### config.mk
export PLATFORM = sky130hd
export DESIGN_NAME = spi_rdid_responder_flat
export DESIGN_NICKNAME = d
export VERILOG_FILES = /design/src/rtl/spi_rdid_responder_if.sv /design/src/rtl/spi_rdid_responder.sv /design/src/flat_wrapper.sv
export SDC_FILE = /design/constraint.sdc
export NUM_CORES = 1
export LEC_CHECK = 0
export ABC_AREA = 1
export BUFFER_PORTS_ARGS = -buffer_cell sky130_fd_sc_hd__buf_2
export CAP_MARGIN = 20
export CORE_MARGIN = 3
export CORE_UTILIZATION = 55
export DETAILED_ROUTE_END_ITERATION = 8
export GPL_ROUTABILITY_DRIVEN = 0
export GPL_TIMING_DRIVEN = 0
export PLACE_DENSITY = 0.75
export SYNTH_ARGS = -nofsm -noshare
export SYNTH_HDL_FRONTEND = slang
export SYNTH_SLANG_ARGS = --single-unit
### constraint.sdc
create_clock -name clk -period 1.6 [get_ports clk]
set_clock_uncertainty 0.15 [all_clocks]
set_input_delay 0.32 -clock clk [delete_from_list [all_inputs] [get_ports clk]]
set_output_delay 0.32 -clock clk [all_outputs]
set_load 0.1 [all_outputs]
### src/rtl/spi_rdid_responder_if.sv
// SPI pad-side bus between an RDID master and the flash-side responder.
interface spi_rdid_responder_if;
    logic sck;
    logic cs_n;
    logic mosi;
    logic miso;
    logic miso_oe;

    modport master (output sck, output cs_n, output mosi, input miso, input miso_oe);
    modport slave  (input sck, input cs_n, input mosi, output miso, output miso_oe);
endinterface

### src/rtl/spi_rdid_responder.sv
// SPI mode-0 flash stand-in: answers the RDID command with a repeating 3-byte JEDEC ID.
// SCK, CS_N and MOSI are oversampled in the clk domain.
module spi_rdid_responder #(
    parameter logic [7:0]  CMD_RDID = 8'h9F,
    parameter logic [23:0] JEDEC_ID = 24'hEF4018
) (
    input  logic                        clk,
    input  logic                        reset,
    spi_rdid_responder_if.slave         bus,
    output logic [7:0]                  cmd_byte,
    output logic                        cmd_strobe,
    output logic                        busy
);
    typedef enum logic [1:0] {IDLE, CMD, ID_OUT, IGNORE} state_t;

    state_t      state, state_next;
    logic        sck_s1, sck_s2, sck_s3;
    logic        cs_s1, cs_s2;
    logic        mosi_s1, mosi_s2;
    logic        sck_rise, sck_fall, cs_active;
    logic [7:0]  shift_reg, shift_next;
    logic [2:0]  bit_cnt;
    logic [1:0]  byte_idx;
    logic [2:0]  bit_idx;
    logic [4:0]  id_base, id_pos;
    logic        cmd_done;

    // Synchronizers reset to the idle bus levels so reset release never fakes an edge.
    always_ff @(posedge clk or negedge reset) begin
        if (!reset) begin
            sck_s1  <= 1'b0;
            sck_s2  <= 1'b0;
            sck_s3  <= 1'b0;
            cs_s1   <= 1'b1;
            cs_s2   <= 1'b1;
            mosi_s1 <= 1'b0;
            mosi_s2 <= 1'b0;
        end else begin
            sck_s1  <= bus.sck;
            sck_s2  <= sck_s1;
            sck_s3  <= sck_s2;
            cs_s1   <= bus.cs_n;
            cs_s2   <= cs_s1;
            mosi_s1 <= bus.mosi;
            mosi_s2 <= mosi_s1;
        end
    end

    assign sck_rise  = sck_s2 & ~sck_s3;
    assign sck_fall  = ~sck_s2 & sck_s3;
    assign cs_active = ~cs_s2;

    always_ff @(posedge clk or negedge reset) begin
        if (!reset) state <= IDLE;
        else        state <= state_next;
    end

    always_comb begin
        state_next = state;
        if (!cs_active) begin
            state_next = IDLE;
        end else begin
            unique case (state)
                IDLE:    state_next = CMD;
                CMD:     if (cmd_done) state_next = (shift_next == CMD_RDID) ? ID_OUT : IGNORE;
                ID_OUT:  state_next = ID_OUT;
                IGNORE:  state_next = IGNORE;
                default: state_next = IDLE;
            endcase
        end
    end

    always_comb begin
        busy       = (state != IDLE);
        shift_next = {shift_reg[6:0], mosi_s2};
        cmd_done   = (state == CMD) && sck_rise && (bit_cnt == 3'd7);
        unique case (byte_idx)
            2'd0:    id_base = 5'd16;
            2'd1:    id_base = 5'd8;
            default: id_base = 5'd0;
        endcase
        id_pos = id_base + {2'b00, bit_idx};
    end

    // CS deassert is checked first so it wins over a coincident SCK edge.
    always_ff @(posedge clk or negedge reset) begin
        if (!reset) begin
            shift_reg  <= '0;
            bit_cnt    <= '0;
            byte_idx   <= '0;
            bit_idx    <= 3'd7;
            cmd_byte   <= '0;
            cmd_strobe <= 1'b0;
            bus.miso    <= 1'b0;
            bus.miso_oe <= 1'b0;
        end else begin
            cmd_strobe <= 1'b0;
            if (!cs_active || state == IDLE) begin
                shift_reg   <= '0;
                bit_cnt     <= '0;
                byte_idx    <= '0;
                bit_idx     <= 3'd7;
                bus.miso    <= 1'b0;
                bus.miso_oe <= 1'b0;
            end else if (state == CMD) begin
                if (sck_rise) begin
                    shift_reg <= shift_next;
                    bit_cnt   <= bit_cnt + 3'd1;
                end
                if (cmd_done) begin
                    cmd_byte   <= shift_next;
                    cmd_strobe <= 1'b1;
                    byte_idx   <= '0;
                    bit_idx    <= 3'd7;
                end
            end else if (state == ID_OUT) begin
                if (sck_fall) begin
                    bus.miso    <= JEDEC_ID[id_pos];
                    bus.miso_oe <= 1'b1;
                end else if (sck_rise) begin
                    if (bit_idx == 3'd0) begin
                        bit_idx  <= 3'd7;
                        byte_idx <= (byte_idx == 2'd2) ? 2'd0 : byte_idx + 2'd1;
                    end else begin
                        bit_idx <= bit_idx - 3'd1;
                    end
                end
            end else begin
                bus.miso    <= 1'b0;
                bus.miso_oe <= 1'b0;
            end
        end
    end
endmodule

### src/flat_wrapper.sv
// flat-port wrapper written by rule: the top's interface ports become plain ports
module spi_rdid_responder_flat 
#(
    parameter logic [7:0]  CMD_RDID = 8'h9F,
    parameter logic [23:0] JEDEC_ID = 24'hEF4018
)
  (clk, reset, cmd_byte, cmd_strobe, busy, bus_sck, bus_cs_n, bus_mosi, bus_miso, bus_miso_oe);
  spi_rdid_responder_if bus_i ();
  input  logic clk;
  input  logic reset;
  output logic [7:0] cmd_byte;
  output logic cmd_strobe;
  output logic busy;
  input wire logic [$bits(bus_i.sck)-1:0] bus_sck;
  input wire logic [$bits(bus_i.cs_n)-1:0] bus_cs_n;
  input wire logic [$bits(bus_i.mosi)-1:0] bus_mosi;
  output wire logic [$bits(bus_i.miso)-1:0] bus_miso;
  output wire logic [$bits(bus_i.miso_oe)-1:0] bus_miso_oe;
  assign bus_i.sck = bus_sck;
  assign bus_i.cs_n = bus_cs_n;
  assign bus_i.mosi = bus_mosi;
  assign bus_miso = bus_i.miso;
  assign bus_miso_oe = bus_i.miso_oe;
  spi_rdid_responder #(.CMD_RDID(CMD_RDID), .JEDEC_ID(JEDEC_ID)) u_core (.clk(clk), .reset(reset), .bus(bus_i), .cmd_byte(cmd_byte), .cmd_strobe(cmd_strobe), .busy(busy));
endmodule
==> results.md, run 1 <==
Critical path:
- The worst setup path is captured at a primary output.
- The slack of the worst reg-to-reg path is 0.03 ns.
- The worst endpoint data arrival time is 1.14 ns.
- The slowest stage of the critical path is the sky130_fd_sc_hd__dfrtp_1 cell.
- In this run the worst setup path begins at u_core.state[0].
- The critical register-to-register path startpoint is u_core.bit_cnt[0].
- The type of element launching the critical path is a register.
- For the worst setup path, the data required time is 1.13 ns.
- Traced cell by cell, the critical path runs through inv_2 -> nand2_4 -> buf_12.
- The highest fanout seen on the critical path is 6.
- The critical path ends at busy.
- The cell count of the worst reg-to-reg path is 8.
- The worst setup path is of the reg2out kind.
- In this design, the stage delay of the slowest critical-path cell is 0.41 ns.
- The reg-to-reg critical path endpoint is u_core.cmd_byte[6].

Hold path:
- The worst hold path belongs to the class reg2reg.

Cells and area:
- 0 antenna diodes ended up in the layout.
- Of the cells placed in the final design, the portion with a size suffix greater than 1 is 0.324.
- The top cell types in the final layout, fill and taps aside, are sky130_fd_sc_hd__nand2_1 (48), sky130_fd_sc_hd__dfrtp_1 (29), sky130_fd_sc_hd__inv_1 (18), sky130_fd_sc_hd__clkbuf_4 (13), sky130_fd_sc_hd__nor2_1 (11).
- The area of all sequential standard cells is 883 µm².
- After routing the design area is 1960 µm².
- The number of fill cells in the layout is 181.
- Leaving out fill and tap cells, the most frequent cell in the layout is sky130_fd_sc_hd__nand2_1.
- The multi-input combinational cells in the finished layout cover a total of 627 µm².
- The register with the most flip-flops in the layout has 8 of them.
- After the last flow step, the layout net total stands at 215.
- Compared with the post-synthesis result, the final layout area differs by 25.3%.

Route:
- The number of remaining DRC errors is 0.
- The total number of vias is 1,246.
- The routed design has 3160 µm of wire.
- The first TritonRoute pass finished after 4 iterations.
- The violation count after the first detailed-route iteration is 39.
- After detailed routing, the average wire length per cell comes to 13.5 µm.
- The routed via count divided by cell count is 5.32.
- The number of nets with antenna violations after routing is 0.

Pwr:
- The maximum ir drop on the vdd rail is 0.966 mV.
- In this run the static leakage power is 0.975 nW.
- Power spread over the standard cell area amounts to 978 nW/µm².

Global route:
- For this run, global-route usage on met2 was measured as 0.326.
- The via count of the first global-routing pass is 1,171.
- The met3 track demand over resource is 0.0719.
- The combined global-route utilization of all metal layers is 0.209.
- The maximum number of pins on one net before global-route repair is 36.
- The most crowded layer after global routing is met2.
- For this run, global-route usage on met1 was measured as 0.269.
- The number of antenna violations at the first check in global routing is 0.
- The global-route wire length before repair is 5290 µm.
- The total overflow left after global routing is 0.

Clock network:
- The tree built by TritonCTS fans out to 35 sinks.
- Buffers inserted during clock tree synthesis total 5.
- TritonCTS built the clock tree.
- The clock latency of the later-clocked register in the worst-skew pair is 0.34 ns.
- The root buffer cell chosen for the clock tree is sky130_fd_sc_hd__clkbuf_4.
- In this run the number of H-tree levels came out at 2.
- The clock slew at the register clock pins of the worst setup and hold paths is 0.10 ns.
- The clock tree buffer depth is 2.

Place:
- Detailed placement finished with a half-perimeter wire length of 2040 µm.
- The cell area reported after detailed placement is 1690 µm².
- The count of buffers from port buffering is 16.

Die:
- The boundary pin count is 17.
- The floorplan step defined a die boundary enclosing 3520 µm².
- The core outline area is 2590 µm².
- The effective utilization at floorplan is 0.605.
- The width of the chip is 59.4 µm.
- The vertical extent of the die is 59.4 µm.
- In this run the core area contains 18 standard-cell rows.

Timing:
- The headroom to the max-slew limit is 0.504.
- In the finished design, the share of the clock period the worst path needs comes to 1.00.
- The final-report hold violation count came to 0.
- The minimum setup slack in the final design is -0.00660 ns.
- For this run, the top clock speed supported by timing is 0.622 GHz.
- Counting I/O delays and the setup requirement, the final critical path takes 1.61 ns.
- The final hold slack is 0.210 ns.
- Setup repair after global routing could not meet its margin everywhere.
- The total count of max-transition violations in the final report is 0.
- Setup violations remaining at the end of the flow were counted as 1.
- At the pin with the least slew margin, the transition time is 0.744 ns.

Logic synthesis:
- The cell area after technology mapping is 1570 µm².
- The post-synthesis cell type count is 20.
- The net count after synthesis is 180.
- A synthesized cell averages 9.27 µm².
- Of the synthesized area, sequential elements account for 0.563.
- After synthesis the netlist holds a flip-flop and latch count of 35.
- The proportion of netlist area held by the largest area contributor is 0.479.
- In the synthesized netlist, the number of instances is 169.
- Yosys printed 0 warnings.
- The post-synthesis cell type with the largest combined area is sky130_fd_sc_hd__dfrtp_1.
- After synthesis, the cell types taking the most area are sky130_fd_sc_hd__dfrtp_1 (48%), sky130_fd_sc_hd__nand2_1 (12%), sky130_fd_sc_hd__dfstp_2 (8.4%).

Run status:
- The run finished, with violations left.
- The checks that failed: setup timing.

Job:
- The number of violations of the max-capacitance limit is 0.
-- cell usage after synthesis --
master	n
sky130_fd_sc_hd__nor2_1	11
sky130_fd_sc_hd__o21ai_0	5
sky130_fd_sc_hd__o21ai_2	7
sky130_fd_sc_hd__o22ai_1	6
sky130_fd_sc_hd__a21oi_2	1
sky130_fd_sc_hd__nand4_1	3
sky130_fd_sc_hd__a21oi_1	2
sky130_fd_sc_hd__nand3_1	8
sky130_fd_sc_hd__dfstp_2	5
sky130_fd_sc_hd__o21ai_1	1
sky130_fd_sc_hd__nor2_2	2
sky130_fd_sc_hd__nand3_2	1
sky130_fd_sc_hd__nand2_2	5
sky130_fd_sc_hd__nor2_4	2
sky130_fd_sc_hd__inv_2	5
sky130_fd_sc_hd__ha_1	6
sky130_fd_sc_hd__buf_6	1
sky130_fd_sc_hd__nand2_1	50
sky130_fd_sc_hd__inv_1	18
sky130_fd_sc_hd__dfrtp_1	30
-- final cells by class --
class | count | share of cell area
Timing Repair Buffer | 28 | 0.122
Multi-Input combinational cell | 110 | 0.319
Clock buffer | 6 | 0.0210
Buffer | 1 | 0.00765
Sequential cell | 35 | 0.450
Inverter | 23 | 0.0453
Tap cell | 30 | 0.0191
Clock inverter | 1 | 0.0153
-- kinds of logic after synthesis --
family                     Yosys count  share of synthesized area
and+or+nand+nor                     82                      0.232
DFF                                 35                      0.563
buffers and inverters               24                     0.0623
AOI/OAI and AO/OA                   22                     0.0942
adders and majority gates            6                     0.0479
-- through the flow --
step           total power, mW  std cells  utilization  setup TNS, ns  setup WS, ns
3_3_place_gp              1.23        215        0.651              0       0.00605
2_1_floorplan             1.18        169            -              0        0.0278
5_1_grt                   2.02        234        0.758        -0.0694       -0.0483
4_1_cts                   1.89        231        0.736       -0.00591      -0.00591
3_5_place_dp              1.25        215        0.651        -0.0618       -0.0396
6_report                  1.92        234        0.758       -0.00660      -0.00660
-- worst max-delay path: cells and delay by family, from the launching register on --
family,cells,cell delay (ns)
flops,1,0.41
simple gates,1,0.08
buf+inv,2,0.30
-- routing by layer --
layer | share of wire | wire [µm]
met1 | 0.46 | 1450
met3 | 0.052 | 165
met2 | 0.47 | 1500
met4 | 0.016 | 49
met5 | 0 | 0
-- power by group --
| part | internal, mW | leakage (nW) | switching [mW] |
|---|---|---|---|
| logic | 0.129 | 0.483 | 0.204 |
| registers | 0.941 | 0.454 | 0.0391 |
| clock network | 0.322 | 0.0383 | 0.285 |
-- worst min-delay path by stage --
stage	from	to	slack, ns	cells after the start
final	u_core.cs_s1	u_core.cs_s2	0.21	0
after global routing	u_core.cs_s1	u_core.cs_s2	0.22	0
after CTS	u_core.cs_s1	u_core.cs_s2	0.21	0
after detailed placement	u_core.mosi_s1	u_core.mosi_s2	0.19	0
after global placement	u_core.sck_s1	u_core.sck_s2	0.19	0
after floorplan	reset	u_core.bit_cnt[0]	-0.13	0
-- timing repair --
| action | CTS | global route |
|---|---|---|
| endpoints found under the hold margin | 33 | 0 |
| cloned | 1 | 0 |
| gates resized for setup | 12 | 14 |
| setup buffers | 4 | 3 |
| hold buffers | 4 | 0 |
| endpoints found under the setup margin | 11 | 18 |
| pin swaps | 3 | 3 |
Power figures use the tool's default switching activity.
==> run 2: changes to the inputs <==
--- a/config.mk
+++ b/config.mk
@@ -13,7 +13,7 @@
 export DETAILED_ROUTE_END_ITERATION = 8
 export GPL_ROUTABILITY_DRIVEN = 0
 export GPL_TIMING_DRIVEN = 0
-export PLACE_DENSITY = 0.75
+export PLACE_DENSITY = 0.78
 export SYNTH_ARGS = -nofsm -noshare
 export SYNTH_HDL_FRONTEND = slang
 export SYNTH_SLANG_ARGS = --single-unit
==> results.md, run 2 (same netlist as run 1, synthesis figures left out) <==
Timing:
- The part of the cycle the worst path needs is 0.975 (-0.0292).
- The time the worst path needs with I/O delays and setup is 1.56 ns (-0.0467 ns).
- The total negative setup slack came to 0 ns (+0.00660 ns).
- The total count of max-transition violations in the final report is 0 (unchanged).
- The number of setup violations in the final report is 0 (-1).
- The maximum achievable frequency is 0.641 GHz (+3.0%).
- The headroom to the max-slew limit is 0.509 (+0.00561).
- The actual transition at the worst max-transition pin is 0.736 ns (-0.00841 ns).
- The final-report hold violation count is 0 (unchanged).

Route:
- The violation count after the first detailed-route iteration is 115 (+190%).
- The routed via count divided by cell count is 5.35 (+0.56%).
- The per-cell routed wire length is 13.3 µm (-1.6%).
- The total number of vias was 1,269 (+1.8%).
- The number of iterations in the first detailed-routing pass was 5 (+1).
- The routed wire length came to 3150 µm (-0.32%).
- The number of nets with antenna violations after routing is 0 (unchanged).
- The number of remaining DRC errors was 0 (unchanged).

Die:
- The area enclosed by the die boundary is 3520 µm² (unchanged).
- The effective utilization at floorplan was 0.605 (unchanged).
- The boundary pin count is 17 (unchanged).
- The core outline area is 2590 µm² (unchanged).
- The vertical extent of the die was 59.4 µm (unchanged).
- The number of placement rows was 18 (unchanged).
- The width of the chip is 59.4 µm (unchanged).

Cells and area:
- The synthesis-to-layout area growth is 24.6%.
- The flip-flop count of the largest register after layout was 8 (unchanged).
- Leaving out fill and tap cells, the most frequent cell in the layout is sky130_fd_sc_hd__nand2_1.
- The proportion of layout cells with a drive suffix above 1 came to 0.333 (+0.00980).
- The layout net count is 217 (+0.93%).
- The number of diodes added for antenna fixing came to 0 (unchanged).
- In the layout the commonest cells are sky130_fd_sc_hd__nand2_1 (47), sky130_fd_sc_hd__dfrtp_1 (30), sky130_fd_sc_hd__buf_4 (18), sky130_fd_sc_hd__inv_1 (17), sky130_fd_sc_hd__nor2_1 (11).

Global route:
- The combined global-route utilization of all metal layers came to 0.196 (-0.0128).
- The number of antenna violations at the first check in global routing was 0 (unchanged).
- The global route total overflow was 0 (unchanged).
- The via count of the first global-routing pass came to 1,206 (+3.0%).
- The maximum number of pins on one net before global-route repair is 36 (unchanged).
- The global-route wire length before repair was 5130 µm (-2.9%).

Clock network:
- The cell chosen for the clock root is sky130_fd_sc_hd__clkbuf_4.
- The total clock buffers created by CTS is 5 (unchanged).
- TritonCTS built the clock tree.
- The clock latency of the later-clocked register in the worst-skew pair came to 0.33 ns (about the same).
- The clock slew at the register clock pins of the worst setup and hold paths is 0.10 ns (about the same).
- The number of clock sinks is 35 (unchanged).
- The clock tree buffer depth is 2 (unchanged).
- The H-tree depth is 2 (unchanged).

Critical path:
- The type of element launching the critical path is a register.
- By startpoint and endpoint, the worst setup path is classified as reg2out.
- The required time at the endpoint of the critical path was 1.13 ns (about the same).
- The worst setup path is captured at a primary output.
- The highest fanout seen on the critical path is 3 (-3).
- The worst endpoint data arrival time was 1.09 ns (-0.05 ns).
- The worst register-to-register path begins at u_core.state[0].
- The source of the critical timing path is u_core.state[1].

Pwr:
- The overall power consumption was 1.83 mW (-4.6%).
- The maximum ir drop on the vdd rail came to 0.913 mV (-5.4%).
- The leakage power total is 0.974 nW (about the same).
- The power density over cell area is 939 nW/µm² (-4.0%).

Place:
- The detailed-placement wirelength estimate is 2040 µm (+0.13%).
- The count of buffers from port buffering is 16 (unchanged).

Run status:
- The run finished with clean final reports.

Hold path:
- The path class of the lowest-slack min-delay path is reg2reg.
- In this run the most critical hold path is launched from u_core.sck_s1.

Job:
- The number of violations of the max-capacitance limit is 0 (unchanged).
==> run 2: area by class of cell <==
type / count / area (µm²)
inverters: 23 / 88.8
fillers: 170 / 638
clock buffers: 7 / 55.1
plain buffers: 1 / 15.0
clock inverters: 1 / 8.76
well taps: 30 / 37.5
multi-input cells: 110 / 629
flip-flops and latches: 35 / 882
repair buffers: 30 / 235
==> run 2: per-stage QoR <==
| step | hold WS, ns | setup slack [ns] | utilization | area, µm² | instances |
|---|---|---|---|---|---|
| 4_1_cts | 0.214 | 0.000251 | 0.712 | 1840 | 230 |
| 5_1_grt | 0.221 | -0.0315 | 0.754 | 1950 | 237 |
| 3_5_place_dp | 0.189 | 0.00677 | 0.651 | 1690 | 215 |
| 2_1_floorplan | -0.126 | 0.0278 | - | 1570 | 169 |
| 3_3_place_gp | 0.184 | 0.0181 | 0.651 | 1690 | 215 |
| 6_report | 0.211 | 0.0401 | 0.754 | 1950 | 237 |
==> run 2: where the power goes <==
group | switching [mW] | internal [mW] | total (mW) | leakage (nW)
Combinational | 0.213 | 0.140 | 0.353 | 0.484
Sequential | 0.0371 | 0.941 | 0.978 | 0.455
Clock | 0.284 | 0.218 | 0.502 | 0.0355
==> run 2: worst paths after layout <==
path / endpoint / slack [ns] / cells after the start
max: busy / 0.04 / 3
min: u_core.sck_s2 / 0.21 / 0
max reg2reg: u_core.bit_cnt[0] / 0.08 / 8
min reg2reg: u_core.sck_s2 / 0.21 / 0
max in group asynchronous: u_core.bit_cnt[1] / 0.41 / 2
min in group asynchronous: u_core.cmd_byte[4] / 0.42 / 2
==> run 2: routing by layer <==
| metal | share of wire | vias up | GRT usage |
|---|---|---|---|
| met4 | 0.029 | 0 | 0.107 |
| met3 | 0.067 | 16 | 0.0458 |
| met2 | 0.49 | 47 | 0.320 |
| met5 | 0 | - | 0 |
| li1 | - | 612 | - |
| met1 | 0.42 | 594 | 0.238 |
==> run 2: timing repair <==
item | 4_1_cts | 5_1_grt
pin swaps | 0 | 5
buffers inserted | 3 | 7
hold buffers | 4 | 0
resized for setup | 11 | 16
hold endpoints to repair | 33 | 0
endpoints found under the setup margin | 12 | 17
==> run 2: worst max-delay path: stages, from the launching register on <==
cell                      delay (ns)
sky130_fd_sc_hd__dfrtp_1        0.41
sky130_fd_sc_hd__inv_2          0.10
sky130_fd_sc_hd__nand2_4        0.07
sky130_fd_sc_hd__buf_12         0.17
==> run 3: changes to the inputs <==
--- a/config.mk
+++ b/config.mk
@@ -5,15 +5,16 @@
 export SDC_FILE = /design/constraint.sdc
 export NUM_CORES = 1
 export LEC_CHECK = 0
-export ABC_AREA = 1
+export ABC_AREA = 0
 export BUFFER_PORTS_ARGS = -buffer_cell sky130_fd_sc_hd__buf_2
 export CAP_MARGIN = 20
 export CORE_MARGIN = 3
 export CORE_UTILIZATION = 55
+export CTS_CLUSTER_DIAMETER = 60
 export DETAILED_ROUTE_END_ITERATION = 8
 export GPL_ROUTABILITY_DRIVEN = 0
 export GPL_TIMING_DRIVEN = 0
-export PLACE_DENSITY = 0.78
+export PLACE_DENSITY = 0.79
 export SYNTH_ARGS = -nofsm -noshare
 export SYNTH_HDL_FRONTEND = slang
 export SYNTH_SLANG_ARGS = --single-unit
==> results.md, run 3 <==
Run status:
- The flow ran to the end, but the final reports show violations.
- The checks that failed: setup timing.

Global route:
- The maximum number of pins on one net before global-route repair is 36 (unchanged).
- The global-route wire length before repair is 4580 µm (-11%).
- The number of antenna violations at the first check in global routing was 0 (unchanged).
- The via count of the first global-routing pass is 1,042 (-14%).
- The global route total overflow is 0 (unchanged).
- The combined global-route utilization of all metal layers is 0.182 (-0.0139).

Logic synthesis:
- The count of flip-flops with a built-in enable after synthesis is 0 (unchanged).
- The average size of a mapped cell is 12.9 µm² (+40%).
- In the post-synthesis netlist, the cell with the most instances is sky130_fd_sc_hd__dfrtp_1.
- The proportion of netlist area held by the largest area contributor is 0.496 (+0.0166).
- The post-synthesis instance total is 117 (-31%).
- By count the netlist is led by sky130_fd_sc_hd__dfrtp_1 (30), sky130_fd_sc_hd__mux2_2 (11), sky130_fd_sc_hd__a22o_1 (9).
- The net count after synthesis is 128 (-29%).
- The post-synthesis cell type with the largest combined area is sky130_fd_sc_hd__dfrtp_1.
- The share of async-settable or async-resettable flops after synthesis was 1.00 (unchanged).
- Yosys attributes the largest share of cell area to sky130_fd_sc_hd__dfrtp_1 (50%), sky130_fd_sc_hd__dfstp_2 (8.7%), sky130_fd_sc_hd__mux2_2 (8.2%).
- The post-synthesis cell type count is 34 (+70%).
- The portion of the post-synthesis area used by sequential elements came to 0.583 (+0.0195).
- The cell area after technology mapping is 1510 µm² (-3.4%).
- The most frequently used flop master after synthesis is sky130_fd_sc_hd__dfrtp_1.
- The warning count from the yosys run is 0 (unchanged).
- The count of state elements after synthesis is 35 (unchanged).

Cells and area:
- The non-filler instance count after layout came to 189 (-20%).
- The top cell types in the final layout, fill and taps aside, are sky130_fd_sc_hd__dfrtp_1 (29), sky130_fd_sc_hd__buf_4 (16), sky130_fd_sc_hd__mux2_2 (10), sky130_fd_sc_hd__clkbuf_4 (10), sky130_fd_sc_hd__a22o_1 (9).
- The proportion of layout cells with a drive suffix above 1 was 0.497 (+0.164).
- The synthesis-to-layout area growth is 34.5%.
- The number of diodes added for antenna fixing is 0 (unchanged).
- The utilization after layout is 0.800 (+0.0463).
- The layout net count is 169 (-22%).
- The post-route standard cell area excluding fillers is 2040 µm² (+4.3%).
- The flip-flop count of the largest register after layout came to 8 (unchanged).
- The most frequent standard cell in the layout excluding fill and tap cells is sky130_fd_sc_hd__dfrtp_1.
- The number of fill cells in the layout is 133 (-22%).

Critical path:
- The worst endpoint data arrival time is 1.89 ns (+0.80 ns).
- The critical path endpoint category is a register.
- STA classifies the critical path startpoint as a register.
- The cell count of the worst reg-to-reg path came to 6 (-2).
- The critical path in this run is classified as reg2reg.
- The highest fanout seen on the critical path is 3 (unchanged).
- The required time at the endpoint of the critical path came to 1.73 ns (+0.60 ns).

Route:
- The number of iterations in the first detailed-routing pass is 4 (-1).
- The total number of vias is 1,146 (-9.7%).
- The routed wire length is 3190 µm (+1.3%).
- The per-cell routed wire length came to 16.9 µm (+27%).
- The violation count after the first detailed-route iteration is 22 (-81%).
- The number of remaining DRC errors is 0 (unchanged).
- The number of nets with antenna violations after routing came to 0 (unchanged).
- The routed via count divided by cell count is 6.06 (+13%).

Die:
- The boundary pin count is 17 (unchanged).
- The vertical extent of the die was 58.5 µm (-1.5%).
- The effective utilization at floorplan is 0.595 (-0.00994).
- The area enclosed by the die boundary is 3420 µm² (-3.0%).
- The core outline area is 2540 µm² (-1.7%).
- The width of the chip is 58.5 µm (-1.5%).
- The number of placement rows is 18 (unchanged).

Clock network:
- CTS placed an instance of sky130_fd_sc_hd__clkbuf_4 at the clock tree root.
- The clock slew at the register clock pins of the worst setup and hold paths is 0.11 ns (about the same).
- The H-tree depth is 2 (unchanged).
- The total clock buffers created by CTS is 5 (unchanged).
- The clock tree buffer depth is 2 (unchanged).
- The clock latency of the later-clocked register in the worst-skew pair is 0.34 ns (about the same).
- The number of clock sinks came to 35 (unchanged).
- The clock tree from TritonCTS is yes.

Timing:
- The final-report hold violation count came to 0 (unchanged).
- The part of the cycle the worst path needs came to 1.10 (+0.121).
- The actual transition at the worst max-transition pin is 0.739 ns (+0.00301 ns).
- The headroom to the max-slew limit is 0.507 (-0.00201).
- The minimum setup slack in the final design came to -0.153 ns (-0.193 ns).
- The maximum achievable frequency is 0.570 GHz (-11%).
- Setup repair after global routing could not meet its margin everywhere.
- The number of setup violations in the final report is 14 (+14).
- The final hold slack is 0.212 ns (+0.000684 ns).
- The time the worst path needs with I/O delays and setup was 1.75 ns (+0.193 ns).
- The total count of max-transition violations in the final report is 0 (unchanged).

Place:
- The detailed-placement wirelength estimate is 1750 µm (-14%).
- The cell area reported after detailed placement is 1660 µm² (-1.7%).
- The count of buffers from port buffering is 16 (unchanged).
- The cell total after placement is 163 (-24%).

Pwr:
- The maximum ir drop on the vdd rail is 0.623 mV (-32%).
- The power density over cell area is 745 nW/µm² (-21%).
- The leakage power total is 0.986 nW (+1.2%).

Hold path:
- The min-delay analysis places its worst path in the category reg2reg.
- The cell depth of the worst min-delay path is 0 (unchanged).

Job:
- The number of violations of the max-capacitance limit came to 0 (unchanged).
-- run 3: cell types whose count changed in the layout (fill, tap and decap cells not counted), sizes merged, moves of 4 or more --
cell	change
mux2	+11
nand2	-51
o21ai	-11
inv	-17
nand2b	+4
nor3	+5
a22o	+9
o22ai	-6
nand3	-8
nor2	-9
-- run 3: stage by stage --
step	setup WS [ns]	setup TNS [ns]	total power, mW
4_1_cts	-0.158	-0.531	1.51
5_1_grt	-0.193	-1.73	1.58
2_1_floorplan	-0.0560	-0.0887	0.963
3_5_place_dp	-0.160	-0.396	0.994
3_3_place_gp	-0.131	-0.281	0.992
6_report	-0.153	-0.733	1.52
-- run 3: cell type report --
type | instances | area, µm² | area share
Multi-Input combinational cell | 73 | 719 | 0.353
Tap cell | 30 | 37.5 | 0.0184
Timing Repair Buffer | 34 | 283 | 0.139
Clock inverter | 1 | 5.00 | 0.00246
Sequential cell | 35 | 883 | 0.434
Inverter | 6 | 25.0 | 0.0123
Buffer | 3 | 27.5 | 0.0135
Clock buffer | 7 | 55.1 | 0.0270
-- run 3: cell families after synthesis --
group / synth area share
DFF: 0.583
AOI/OAI and AO/OA: 0.113
adders and majority gates: 0.0496
muxes: 0.0818
buffers and inverters: 0.0322
and+or+nand+nor: 0.141
-- run 3: what timing repair did --
item	CTS	global route
gates resized for setup	16	26
setup endpoints to repair	10	31
gates cloned	0	1
setup buffers	6	8
hold endpoints to repair	33	0
hold buffers	4	0
pin swaps	3	10
-- run 3: power breakdown --
part,total (mW),internal (mW),switching (mW),leakage (nW)
Sequential,0.908,0.899,0.00930,0.457
Combinational,0.0991,0.0383,0.0609,0.494
Clock,0.510,0.213,0.297,0.0353
Total,1.52,1.15,0.367,0.986
-- run 3: path summary, 6_finish.rpt --
kind	to	slack (ns)	from
min in group asynchronous	u_core.bus.miso_oe	0.41	reset
hold / removal	u_core.cs_s2	0.21	u_core.cs_s1
hold reg to reg	u_core.cs_s2	0.21	u_core.cs_s1
setup reg to reg	u_core.byte_idx[1]	-0.15	u_core.bit_cnt[1]
max in group asynchronous	u_core.state[0]	0.38	reset
setup / recovery	u_core.byte_idx[1]	-0.15	u_core.bit_cnt[1]
-- run 3: routing by layer --
layer	vias up	global-route usage	wire (µm)
met2	38	0.298	1570
li1	503	-	-
met3	9	0.0482	179
met5	-	0	0
met4	0	0.0894	70
met1	596	0.223	1370
-- run 3: critical path, stage by stage, from the launching register on --
cell,delay [ns]
sky130_fd_sc_hd__dfrtp_1,0.41
sky130_fd_sc_hd__ha_2,0.20
sky130_fd_sc_hd__ha_4,0.16
sky130_fd_sc_hd__nand3b_1,0.13
sky130_fd_sc_hd__a21oi_2,0.10
sky130_fd_sc_hd__or4b_1,0.48
sky130_fd_sc_hd__nand2_1,0.07
